**config.mk**
```make
export PLATFORM = sky130hd
export DESIGN_NAME = wbu_commit_flat
export DESIGN_NICKNAME = d
export VERILOG_FILES = /design/src/rtl/wbu_commit_if.sv /design/src/rtl/wbu_commit.sv /design/src/flat_wrapper.sv
export SDC_FILE = /design/constraint.sdc
export NUM_CORES = 2
export LEC_CHECK = 0
export CORE_AREA = 2 2 285 287
export CTS_CLUSTER_DIAMETER = 80
export CTS_CLUSTER_SIZE = 10
export DETAILED_ROUTE_END_ITERATION = 6
export DIE_AREA = 0 0 287 289
export PLACE_DENSITY = 0.8
export SLEW_MARGIN = 10
export SYNTH_ARGS = -nofsm -noshare
export SYNTH_HDL_FRONTEND = slang
export SYNTH_SLANG_ARGS = --single-unit
```
**constraint.sdc**
```tcl
create_clock -name sys_clk -period 22.8 [get_ports sys_clk]
set_input_delay 2.28 -clock sys_clk [delete_from_list [all_inputs] [get_ports sys_clk]]
set_output_delay 2.28 -clock sys_clk [all_outputs]
set_load 0.05 [all_outputs]
```
**src/rtl/wbu_commit_if.sv**
```systemverilog
`default_nettype none
// =====================================================================
// wbu_commit_if : commit handshake from EXU/LSU into the write-back unit
// Revision 1.0
// =====================================================================
interface wbu_commit_if #(
   parameter int unsigned XLEN = 32
);
   logic            valid;
   logic            ready;
   logic [4:0]      rd;
   logic            gpr_wen;
   logic [XLEN-1:0] wdata;
   logic            csr_wen;
   logic [11:0]     csr_addr;
   logic [XLEN-1:0] csr_wdata;
   logic [XLEN-1:0] next_pc;
   logic            trap;
   logic [XLEN-1:0] cause;
   logic            mret;

   modport master (
      output valid, rd, gpr_wen, wdata, csr_wen, csr_addr, csr_wdata,
             next_pc, trap, cause, mret,
      input  ready
   );

   modport slave (
      input  valid, rd, gpr_wen, wdata, csr_wen, csr_addr, csr_wdata,
             next_pc, trap, cause, mret,
      output ready
   );
endinterface
`default_nettype wire

```
**src/rtl/wbu_commit.sv**
```systemverilog
`default_nettype none
// =====================================================================
// wbu_commit : GPR file, M-mode CSRs, architectural PC and retire logic
// Revision 1.0
// =====================================================================
module wbu_commit #(
   parameter int unsigned     XLEN      = 32,
   parameter int unsigned     NR_GPR    = 16,
   parameter logic [XLEN-1:0] RESET_PC  = XLEN'(32'h8000_0000),
   parameter bit              BYPASS    = 1'b1,
   parameter logic [XLEN-1:0] MVENDORID = XLEN'(32'h7973_7978),
   parameter logic [XLEN-1:0] MARCHID   = '0
) (
   input  wire logic            sys_clk,
   input  wire logic            sys_rst,
   wbu_commit_if.slave          wb,
   input  wire logic [4:0]      gpr_raddr1_i,
   input  wire logic [4:0]      gpr_raddr2_i,
   output logic      [XLEN-1:0] gpr_rdata1_o,
   output logic      [XLEN-1:0] gpr_rdata2_o,
   input  wire logic [11:0]     csr_raddr_i,
   output logic      [XLEN-1:0] csr_rdata_o,
   output logic      [XLEN-1:0] pc_o,
   output logic                 retire_o
);
   localparam int unsigned IDXW          = $clog2(NR_GPR);
   localparam logic [11:0] c_csr_mstatus = 12'h300;
   localparam logic [11:0] c_csr_mtvec   = 12'h305;
   localparam logic [11:0] c_csr_mepc    = 12'h341;
   localparam logic [11:0] c_csr_mcause  = 12'h342;
   localparam logic [11:0] c_csr_mcyc    = 12'hB00;
   localparam logic [11:0] c_csr_mcych   = 12'hB80;
   localparam logic [11:0] c_csr_mins    = 12'hB02;
   localparam logic [11:0] c_csr_minsh   = 12'hB82;
   localparam logic [11:0] c_csr_mvendor = 12'hF11;
   localparam logic [11:0] c_csr_march   = 12'hF12;

   logic [XLEN-1:0] gpr_q [NR_GPR];
   logic [XLEN-1:0] pc_q, pc_d, mtvec_q, mtvec_d, mepc_q, mepc_d, mcause_q, mcause_d;
   logic            mie_q, mie_d, mpie_q, mpie_d;
   logic [63:0]     mcycle_q, mcycle_d, minstret_q, minstret_d;
   logic            ready_q, retire_q;

   logic            w_commit, w_trap, w_mret, w_retire, w_rd_ok, w_gpr_we, w_csr_we;
   logic            w_byp1, w_byp2;
   logic [XLEN-1:0] w_rf1, w_rf2;

   // trap wins over mret; both only count when the handshake completes
   assign w_commit = wb.valid & ready_q;
   assign w_trap   = w_commit & wb.trap;
   assign w_mret   = w_commit & ~wb.trap & wb.mret;
   assign w_retire = w_commit & ~wb.trap;
   assign w_rd_ok  = (wb.rd != 5'd0) && ({1'b0, wb.rd} < 6'(NR_GPR));
   assign w_gpr_we = w_retire & wb.gpr_wen & w_rd_ok;
   assign w_csr_we = w_retire & wb.csr_wen;

   always_comb begin
      pc_d       = pc_q;
      mtvec_d    = mtvec_q;
      mepc_d     = mepc_q;
      mcause_d   = mcause_q;
      mie_d      = mie_q;
      mpie_d     = mpie_q;
      mcycle_d   = mcycle_q + 64'd1;
      minstret_d = minstret_q + {63'd0, w_retire};
      // a write to one counter half replaces only that half of the incremented value
      if (w_csr_we) begin
         case (wb.csr_addr)
            c_csr_mstatus: begin
               mie_d  = wb.csr_wdata[3];
               mpie_d = wb.csr_wdata[7];
            end
            c_csr_mtvec:  mtvec_d            = wb.csr_wdata;
            c_csr_mepc:   mepc_d             = wb.csr_wdata;
            c_csr_mcause: mcause_d           = wb.csr_wdata;
            c_csr_mcyc:   mcycle_d[31:0]     = wb.csr_wdata[31:0];
            c_csr_mcych:  mcycle_d[63:32]    = wb.csr_wdata[31:0];
            c_csr_mins:   minstret_d[31:0]   = wb.csr_wdata[31:0];
            c_csr_minsh:  minstret_d[63:32]  = wb.csr_wdata[31:0];
            default: ;
         endcase
      end
      if (w_trap) begin
         pc_d     = mtvec_q & ~XLEN'(3);
         mepc_d   = pc_q;
         mcause_d = wb.cause;
         mpie_d   = mie_q;
         mie_d    = 1'b0;
      end else if (w_mret) begin
         pc_d   = mepc_q;
         mie_d  = mpie_q;
         mpie_d = 1'b1;
      end else if (w_commit) begin
         pc_d = wb.next_pc;
      end
   end

   always_ff @(posedge sys_clk or posedge sys_rst) begin
      if (sys_rst) begin
         pc_q       <= RESET_PC;
         mtvec_q    <= '0;
         mepc_q     <= '0;
         mcause_q   <= '0;
         mie_q      <= 1'b0;
         mpie_q     <= 1'b0;
         mcycle_q   <= '0;
         minstret_q <= '0;
         ready_q    <= 1'b1;
         retire_q   <= 1'b0;
      end else begin
         pc_q       <= pc_d;
         mtvec_q    <= mtvec_d;
         mepc_q     <= mepc_d;
         mcause_q   <= mcause_d;
         mie_q      <= mie_d;
         mpie_q     <= mpie_d;
         mcycle_q   <= mcycle_d;
         minstret_q <= minstret_d;
         ready_q    <= w_commit ? ~(wb.trap | wb.mret) : 1'b1;
         retire_q   <= w_retire;
      end
   end

   always_ff @(posedge sys_clk or posedge sys_rst) begin
      if (sys_rst) begin
         for (int unsigned i = 0; i < NR_GPR; i++) gpr_q[i] <= '0;
      end else if (w_gpr_we) begin
         gpr_q[wb.rd[IDXW-1:0]] <= wb.wdata;
      end
   end

   assign w_rf1 = (gpr_raddr1_i == 5'd0 || {1'b0, gpr_raddr1_i} >= 6'(NR_GPR))
                  ? '0 : gpr_q[gpr_raddr1_i[IDXW-1:0]];
   assign w_rf2 = (gpr_raddr2_i == 5'd0 || {1'b0, gpr_raddr2_i} >= 6'(NR_GPR))
                  ? '0 : gpr_q[gpr_raddr2_i[IDXW-1:0]];

   generate
      if (BYPASS) begin : g_bypass
         assign w_byp1 = w_gpr_we && (wb.rd == gpr_raddr1_i);
         assign w_byp2 = w_gpr_we && (wb.rd == gpr_raddr2_i);
      end else begin : g_no_bypass
         assign w_byp1 = 1'b0;
         assign w_byp2 = 1'b0;
      end
   endgenerate

   assign gpr_rdata1_o = w_byp1 ? wb.wdata : w_rf1;
   assign gpr_rdata2_o = w_byp2 ? wb.wdata : w_rf2;

   // M-only hart: MPP is hard-wired to 2'b11
   always_comb begin
      csr_rdata_o = '0;
      case (csr_raddr_i)
         c_csr_mstatus: csr_rdata_o = XLEN'({2'b11, 3'd0, mpie_q, 3'd0, mie_q, 3'd0});
         c_csr_mtvec:   csr_rdata_o = mtvec_q;
         c_csr_mepc:    csr_rdata_o = mepc_q;
         c_csr_mcause:  csr_rdata_o = mcause_q;
         c_csr_mcyc:    csr_rdata_o = XLEN'(mcycle_q[31:0]);
         c_csr_mcych:   csr_rdata_o = XLEN'(mcycle_q[63:32]);
         c_csr_mins:    csr_rdata_o = XLEN'(minstret_q[31:0]);
         c_csr_minsh:   csr_rdata_o = XLEN'(minstret_q[63:32]);
         c_csr_mvendor: csr_rdata_o = MVENDORID;
         c_csr_march:   csr_rdata_o = MARCHID;
         default: ;
      endcase
   end

   assign wb.ready = ready_q;
   assign pc_o     = pc_q;
   assign retire_o = retire_q;
endmodule
`default_nettype wire
```
**src/flat_wrapper.sv**
```systemverilog
// flat-port wrapper written by rule: the top's interface ports become plain ports
module wbu_commit_flat 
#(
   parameter int unsigned     XLEN      = 32,
   parameter int unsigned     NR_GPR    = 16,
   parameter logic [XLEN-1:0] RESET_PC  = XLEN'(32'h8000_0000),
   parameter bit              BYPASS    = 1'b1,
   parameter logic [XLEN-1:0] MVENDORID = XLEN'(32'h7973_7978),
   parameter logic [XLEN-1:0] MARCHID   = '0
)
  (sys_clk, sys_rst, gpr_raddr1_i, gpr_raddr2_i, gpr_rdata1_o, gpr_rdata2_o, csr_raddr_i, csr_rdata_o, pc_o, retire_o, wb_valid, wb_rd, wb_gpr_wen, wb_wdata, wb_csr_wen, wb_csr_addr, wb_csr_wdata, wb_next_pc, wb_trap, wb_cause, wb_mret, wb_ready);
  wbu_commit_if #(.XLEN(XLEN)) wb_i ();
  input  wire logic sys_clk;
  input  wire logic sys_rst;
  input  wire logic [4:0] gpr_raddr1_i;
  input  wire logic [4:0] gpr_raddr2_i;
  output logic      [XLEN-1:0] gpr_rdata1_o;
  output logic      [XLEN-1:0] gpr_rdata2_o;
  input  wire logic [11:0] csr_raddr_i;
  output logic      [XLEN-1:0] csr_rdata_o;
  output logic      [XLEN-1:0] pc_o;
  output logic retire_o;
  input wire logic [$bits(wb_i.valid)-1:0] wb_valid;
  input wire logic [$bits(wb_i.rd)-1:0] wb_rd;
  input wire logic [$bits(wb_i.gpr_wen)-1:0] wb_gpr_wen;
  input wire logic [$bits(wb_i.wdata)-1:0] wb_wdata;
  input wire logic [$bits(wb_i.csr_wen)-1:0] wb_csr_wen;
  input wire logic [$bits(wb_i.csr_addr)-1:0] wb_csr_addr;
  input wire logic [$bits(wb_i.csr_wdata)-1:0] wb_csr_wdata;
  input wire logic [$bits(wb_i.next_pc)-1:0] wb_next_pc;
  input wire logic [$bits(wb_i.trap)-1:0] wb_trap;
  input wire logic [$bits(wb_i.cause)-1:0] wb_cause;
  input wire logic [$bits(wb_i.mret)-1:0] wb_mret;
  output wire logic [$bits(wb_i.ready)-1:0] wb_ready;
  assign wb_i.valid = wb_valid;
  assign wb_i.rd = wb_rd;
  assign wb_i.gpr_wen = wb_gpr_wen;
  assign wb_i.wdata = wb_wdata;
  assign wb_i.csr_wen = wb_csr_wen;
  assign wb_i.csr_addr = wb_csr_addr;
  assign wb_i.csr_wdata = wb_csr_wdata;
  assign wb_i.next_pc = wb_next_pc;
  assign wb_i.trap = wb_trap;
  assign wb_i.cause = wb_cause;
  assign wb_i.mret = wb_mret;
  assign wb_ready = wb_i.ready;
  wbu_commit #(.XLEN(XLEN), .NR_GPR(NR_GPR), .RESET_PC(RESET_PC), .BYPASS(BYPASS), .MVENDORID(MVENDORID), .MARCHID(MARCHID)) u_core (.sys_clk(sys_clk), .sys_rst(sys_rst), .wb(wb_i), .gpr_raddr1_i(gpr_raddr1_i), .gpr_raddr2_i(gpr_raddr2_i), .gpr_rdata1_o(gpr_rdata1_o), .gpr_rdata2_o(gpr_rdata2_o), .csr_raddr_i(csr_raddr_i), .csr_rdata_o(csr_rdata_o), .pc_o(pc_o), .retire_o(retire_o));
endmodule
```
==> flow_summary_export.csv <==
group,metric,value,unit
die,start_util,0.5342,
final_layout,fin_cells,4749,
logic_synthesis,synth-xor-area-share,0.01949,
final_layout,fin_area,0.04874,mm^2
timing,finalSetupTns,0,ns
worst_setup_path,reg2reg_slack,18.73,ns
final_layout,multi_input_area,0.02219,mm^2
timing,finalMaxSlewViolations,0,
timing,finalHoldViolations,0,
timing,rsz0062_at_grt,"false",
timing,setup_viol,0,
worst_setup_path,start_kind,"primary input",
logic_synthesis,synthMuxAreaShare,0.3429,
worst_setup_path,critPathRequiredTime,20.52,ns
drt,viasPerCell,6.774,
logic_synthesis,synth_top_area_share,0.4515,
placement,dpl_cell_area,0.04632,mm^2
global_route,grt_overflow,0,
drt,routedWlPerCell,27.70,um
clock_network,hold_buffers,0,
logic_synthesis,synthCells,3547,
final_layout,fillCellCount,6129,
timing,relSlewSlack,0.1940,
placement,gp_congestion,0.9844,
worst_setup_path,crit_fanout,33,
worst_setup_path,crit_buf_inv,4,
global_route,met1_usage,0.4200,
die,io_pins,304,
worst_setup_path,reg2reg_depth,8,
logic_synthesis,synth_area_per_cell,12.03,um^2
die,fp.dieH,289,um
drt,drc,28,
logic_synthesis,syn_area,0.04268,mm^2
worst_setup_path,cpMaxStageDelayCell,"or3_2",
worst_setup_path,cp_top_family,"buffers and inverters",
power,power.density,66.90,mW/mm^2
placement,dp.final_hpwl,81630,um
worst_setup_path,crit_top_cell,"clkdlybuf4s50_1",
final_layout,final_cell_mix,"dfrtp_1, mux2_2, nand2_1, clkdlybuf4s50_1, mux4_2",
clock_network,root_buffer,"clkbuf_16",
power,ir_worst_vdd,0.05904,mV
placement,portBuffers,303,
logic_synthesis,synth_seq_area_share,0.4527,
power,p_leak,21.13,nW
global_route,top_usage_layer,"met2",
clock_network,cts_tree,"yes",
worst_hold_path,hold_path_depth,0,
logic_synthesis,synthSimpleGateAreaFrac,0.09240,
final_layout,seqCellArea,0.01932,mm^2
logic_synthesis,synth_top_family_by_area,"multiplexers",
final_layout,layout_commonest_cell,"dfrtp_1",
worst_setup_path,rr_endpoint,"u_core.minstret_q[51]$_DFF_PP0_",
timing,max_freq,115.5,MHz
logic_synthesis,synthArstFlopShare,1.000,
worst_hold_path,hold_end,"u_core.gpr_q[490]$_DFFE_PP0P_",
logic_synthesis,synth-main-ff-cell,"dfrtp_1",
clock_network,clock-sinks,772,
placement,dp_cells,4635,
global_route,grtUsageMet3,0.05520,
logic_synthesis,synth_compound_area_frac,0.06103,
timing,worst_pin_slew,1.209,ns
status,violations,"design-rule violations",
global_route,grt_max_degree,179,
logic_synthesis,synth_area_leader_cell,"dfrtp_1",
global_route,use_met2,0.4923,
die,die-area,0.08294,mm^2
logic_synthesis,syn-num-nets,3724,
logic_synthesis,ys_ff_latch,772,
final_layout,fin_nets,3841,
die,core-area,0.07990,mm^2
logic_synthesis,synth_warnings,0,
worst_setup_path,worstSetupPathType,"in -> out",
die,rows,104,
clock_network,clk_path_buf_depth,3,
drt,vias,32170,
worst_setup_path,critPathCaptureType,"output port",
status,status,"complete, but fails checks",
clock_network,cts_setup_buffers,0,
worst_setup_path,path_cells,"clkdlybuf4s50_1, nand3b_1, inv_2, nand3_1, nor4_2, buf_4, or3_2, o21ai_1, clkdlybuf4s50_1",
drt,ant_nets,0,
job,cap_violations,0,
global_route,grt_use_total,0.3165,
final_layout,drive_gt1_frac,0.2924,
final_layout,area_growth_syn_to_layout,14.20,%
die,die_w,287,um
clock_network,cts_resized,0,
global_route,grt_pass1_wl,198300,um
worst_setup_path,arrival,6.37,ns
timing,final.period_utilization,0.3796,
power,power,3.261,mW
logic_synthesis,synth_area_leaders,"dfrtp_1, mux2_2, mux4_2",
timing,period_minus_slack,8.655,ns
worst_setup_path,max_stage_delay,0.79,ns
logic_synthesis,ys_types,57,
worst_hold_path,min_path_type,"reg -> reg",
clock_network,cts-buffers-inserted,87,
logic_synthesis,synth_edf_count,0,
clock_network,htreeDepth,3,
global_route,antenna_found_initial,0,
logic_synthesis,synth_fa_ha_area_frac,0.0008795,
worst_setup_path,timing.rr.start,"u_core.wb.ready$_DFF_PP1_",
drt,drtIter0Drc,3873,
clock_network,path_clk_slew,0.05,ns
drt,drt-pass1-iter-count,7,
global_route,grt_pass1_vias,32230,
drt,routed_wl,131500,um
timing,finalClockSkew,0.04874,ns
worst_hold_path,min_from,"u_core.gpr_q[490]$_DFFE_PP0P_",
clock_network,clk_latency,0.66,ns
-- worst max-delay path by stage --
stage | from | to | slack (ns) | cells past startpoint
after global placement | wb_valid | gpr_rdata2_o[27] | 14.24 | 9
final | wb_valid | gpr_rdata2_o[27] | 14.15 | 9
after global routing | wb_valid | gpr_rdata2_o[27] | 13.93 | 9
after detailed placement | wb_valid | gpr_rdata2_o[27] | 14.17 | 9
after floorplan | sys_rst | u_core.gpr_q[0]$_DFFE_PP0P_ | 9.93 | 1
after CTS | wb_valid | gpr_rdata2_o[27] | 14.16 | 9
-- cell families (layout without fill, tap and decap cells) --
kind of cell / after synthesis / in the layout
buffers and inverters: 339 / 479
other: 0 / 2
adders and majority gates: 3 / 3
AOI/OAI and AO/OA: 457 / 457
xor gates and xnor gates: 95 / 95
DFF: 772 / 772
muxes: 1062 / 1062
and+or+nand+nor: 819 / 819
-- state kept, by name, summed over array words and instances (netlist names) --
| signal | flops |
|---|---|
| u_core.mepc_q | 32 |
| u_core.minstret_q | 64 |
| u_core.retire_o | 1 |
| u_core.mpie_q | 1 |
| u_core.mcause_q | 32 |
| u_core.mie_q | 1 |
| u_core.gpr_q | 512 |
| u_core.mtvec_q | 32 |
| u_core.wb.ready | 1 |
| u_core.mcycle_q | 64 |
| u_core.pc_o | 32 |
-- power by group --
group	leakage (nW)	total, mW	switching, mW	internal (mW)
Combinational	9.56	0.451	0.244	0.207
Sequential	10.4	1.55	0.0835	1.46
Clock	1.17	1.26	0.561	0.702
-- through the flow --
step / worst slack (ns) / utilization / hold WS (ns)
floorplan: 9.933 / - / 0.4413
global placement: 14.24 / 0.5797 / 0.3764
detailed placement: 14.17 / 0.5797 / 0.3833
CTS: 14.16 / 0.6100 / 0.3953
global route: 13.93 / 0.6100 / 0.4070
finish: 14.15 / 0.6101 / 0.3962
-- synth_stat cells, types with 3 or more instances --
master    number
a21boi_0       4
a21oi_1       79
a221oi_1      17
a222oi_1      16
a22oi_1       31
a31oi_1       35
and2_1         5
and3_1        25
and4_1         9
buf_1         56
buf_2         27
clkbuf_1     242
dfrtp_1      770
ha_1           3
inv_1         13
mux2_1        15
mux2_2       626
mux2i_1      165
mux4_2       256
nand2_1      344
nand2b_1       5
nand3_1       71
nand3b_1       3
nand4_1       62
nand4b_1       7
nor2_1       135
nor2b_1        9
nor3_1        24
nor3b_1        4
nor4_1        41
nor4b_1        3
o21ai_0      119
o21ai_1      141
o31ai_1        9
or3_1         36
or4_1         23
xnor2_1       55
xor2_1        40
-- cell type report --
| type | instances | area share |
|---|---|---|
| inverters | 14 | 0.001155 |
| flip-flops and latches | 772 | 0.3964 |
| diodes | 2 | 0.0001027 |
| multi-input cells | 2436 | 0.4553 |
| well taps | 1060 | 0.02721 |
| clock buffers | 105 | 0.04692 |
| clock inverters | 7 | 0.002772 |
| repair buffers | 353 | 0.07013 |
-- metal layers --
metal,wire length [um],up-vias
met4,8603,0
met2,61470,1890
met3,11790,464
met5,0,-
met1,49660,16380
li1,-,13440
No activity file was read; power rests on OpenSTA's default activity.
==> patch (same settings) <==
Make the reset (`sys_rst`) synchronous in 2 clocked blocks.
--- a/src/rtl/wbu_commit.sv
+++ b/src/rtl/wbu_commit.sv
@@ -95,7 +95,7 @@
       end
    end
 
-   always_ff @(posedge sys_clk or posedge sys_rst) begin
+   always_ff @(posedge sys_clk) begin
       if (sys_rst) begin
          pc_q       <= RESET_PC;
          mtvec_q    <= '0;
@@ -121,7 +121,7 @@
       end
    end
 
-   always_ff @(posedge sys_clk or posedge sys_rst) begin
+   always_ff @(posedge sys_clk) begin
       if (sys_rst) begin
          for (int unsigned i = 0; i < NR_GPR; i++) gpr_q[i] <= '0;
       end else if (w_gpr_we) begin
Check against the original RTL: not equivalent (Yosys sat finds a counterexample within 4 cycles, from zero or initial values and one cycle with sys_rst high; the reset may be asserted at any time).
==> patch against the unedited design <==
The flow still finishes with violations (design-rule violations); final area fell by 0.74%; setup slack lost 91 ps; sequential cell count stayed put; non-clock buffer count up 23; total power decreased by 1.5%; synthesized area decreased by 1.5%; via count increased by 4.8%; hold slack gained 66 ps; routed wire length grew 9.5%; register-to-register slack gained 90 ps.
==> patch: results (changes against the unedited design) <==
Avg Inst Size Synth: 11.6 µm² (-3.8%)
synth top area cells: edfxtp_1 (37%), mux4_2 (14%), dfxtp_1 (12%), and2_1 (7.3%), nand2_1 (3.1%)
layout cells sized above 1: 14.5% (-15 points)
Leakage: 0.0168 µW (-20%)
violations in the final reports: design-rule violations
met1 GRT Util: 42.6% (+0.62 points)
HP Start: u_core.mtvec_q[1]$_SDFFE_PP0P_
Worst path slowest cell: buf_4
DRT iter0 DRCs: 5077 (+31%)
number of synthesized flops with an enable pin: 512 (+512)
status: finished, violations left
Critical Path AT: 6470 ps (+100 ps)
peak supply drop: 0.0000674 V (+14%)
Routed WL per cell: 29.5 µm (+6.4%)
first-pass GRT wire length: 211000 µm (+6.4%)
DRC: 14 (-50%)
via/cell ratio: 6.89 (+1.8%)
post-DP HPWL: 87900 µm (+7.7%)
DP Worst Slack: 14190 ps (+19.7 ps)
CP Launch Point: gpr_raddr2_i[1]
Seq/Total Area, Yosys: 48.9% (+3.7 points)
WL final: 144000 µm (+9.5%)
Fillers: 6194 (+1.1%)
Worst slew margin: 16.1% (-3.3 points)
vias in the first global route: 32800 (+1.8%)
worst r2r src: u_core.wb.ready$_SDFF_PP1_
-- patch: power by group through the flow --
stage,clock [µW],sequential (µW),combinational [µW]
5_1_grt,1330,1570,390
2_1_floorplan,0,1590,216
3_5_place_dp,0,1590,368
6_report,1270,1560,376
3_3_place_gp,0,1590,364
4_1_cts,1280,1560,370
-- patch: worst max-delay path: cells and delay by family --
kind                   cells  cell delay, ps
buffers and inverters      3            2440
AND/OR/NAND/NOR            1             860
AO/OA/AOI/OAI              3             840
-- patch: final timing paths --
kind	to	slack [ps]	cells after the start
max	gpr_rdata2_o[4]	14050	7
min	u_core.mtvec_q[1]$_SDFFE_PP0P_	460	2
max reg2reg	u_core.gpr_q[4][5]$_SDFFCE_PN0P_	18820	7
min reg2reg	u_core.mtvec_q[1]$_SDFFE_PP0P_	460	2
-- patch: final cells by class --
class	instances	area share (%)
Timing Repair Buffer	376	7.36
Clock inverter	7	0.290
Tap cell	1060	2.74
Antenna cell	6	0.0310
Clock buffer	110	4.77
Multi-Input combinational cell	2522	42.0
Sequential cell	772	42.5
Inverter	36	0.279
-- patch: cell families after synthesis --
kind of cell | synth area share [%]
mux | 18.3
buf+inv | 3.40
simple gates | 17.9
compound gates | 9.50
xor+xnor | 1.79
flops | 48.9
fa+ha+maj | 0.0893
other cells | 0.00892
-- patch: metrics by stage --
stage	hold slack, ps	instance area, µm²	power (µW)
floorplan	431	42200	1800
detailed placement	451	45900	1960
CTS	462	48400	3210
finish	463	48400	3210
global placement	442	45900	1950
global route	478	48400	3280
-- patch: metal layers --
metal / up-vias / share of wire (%)
li1: 14100 / -
met1: 16300 / 34
met2: 2694 / 45
met3: 612 / 13
met4: 10 / 7.2
met5: - / 0.049
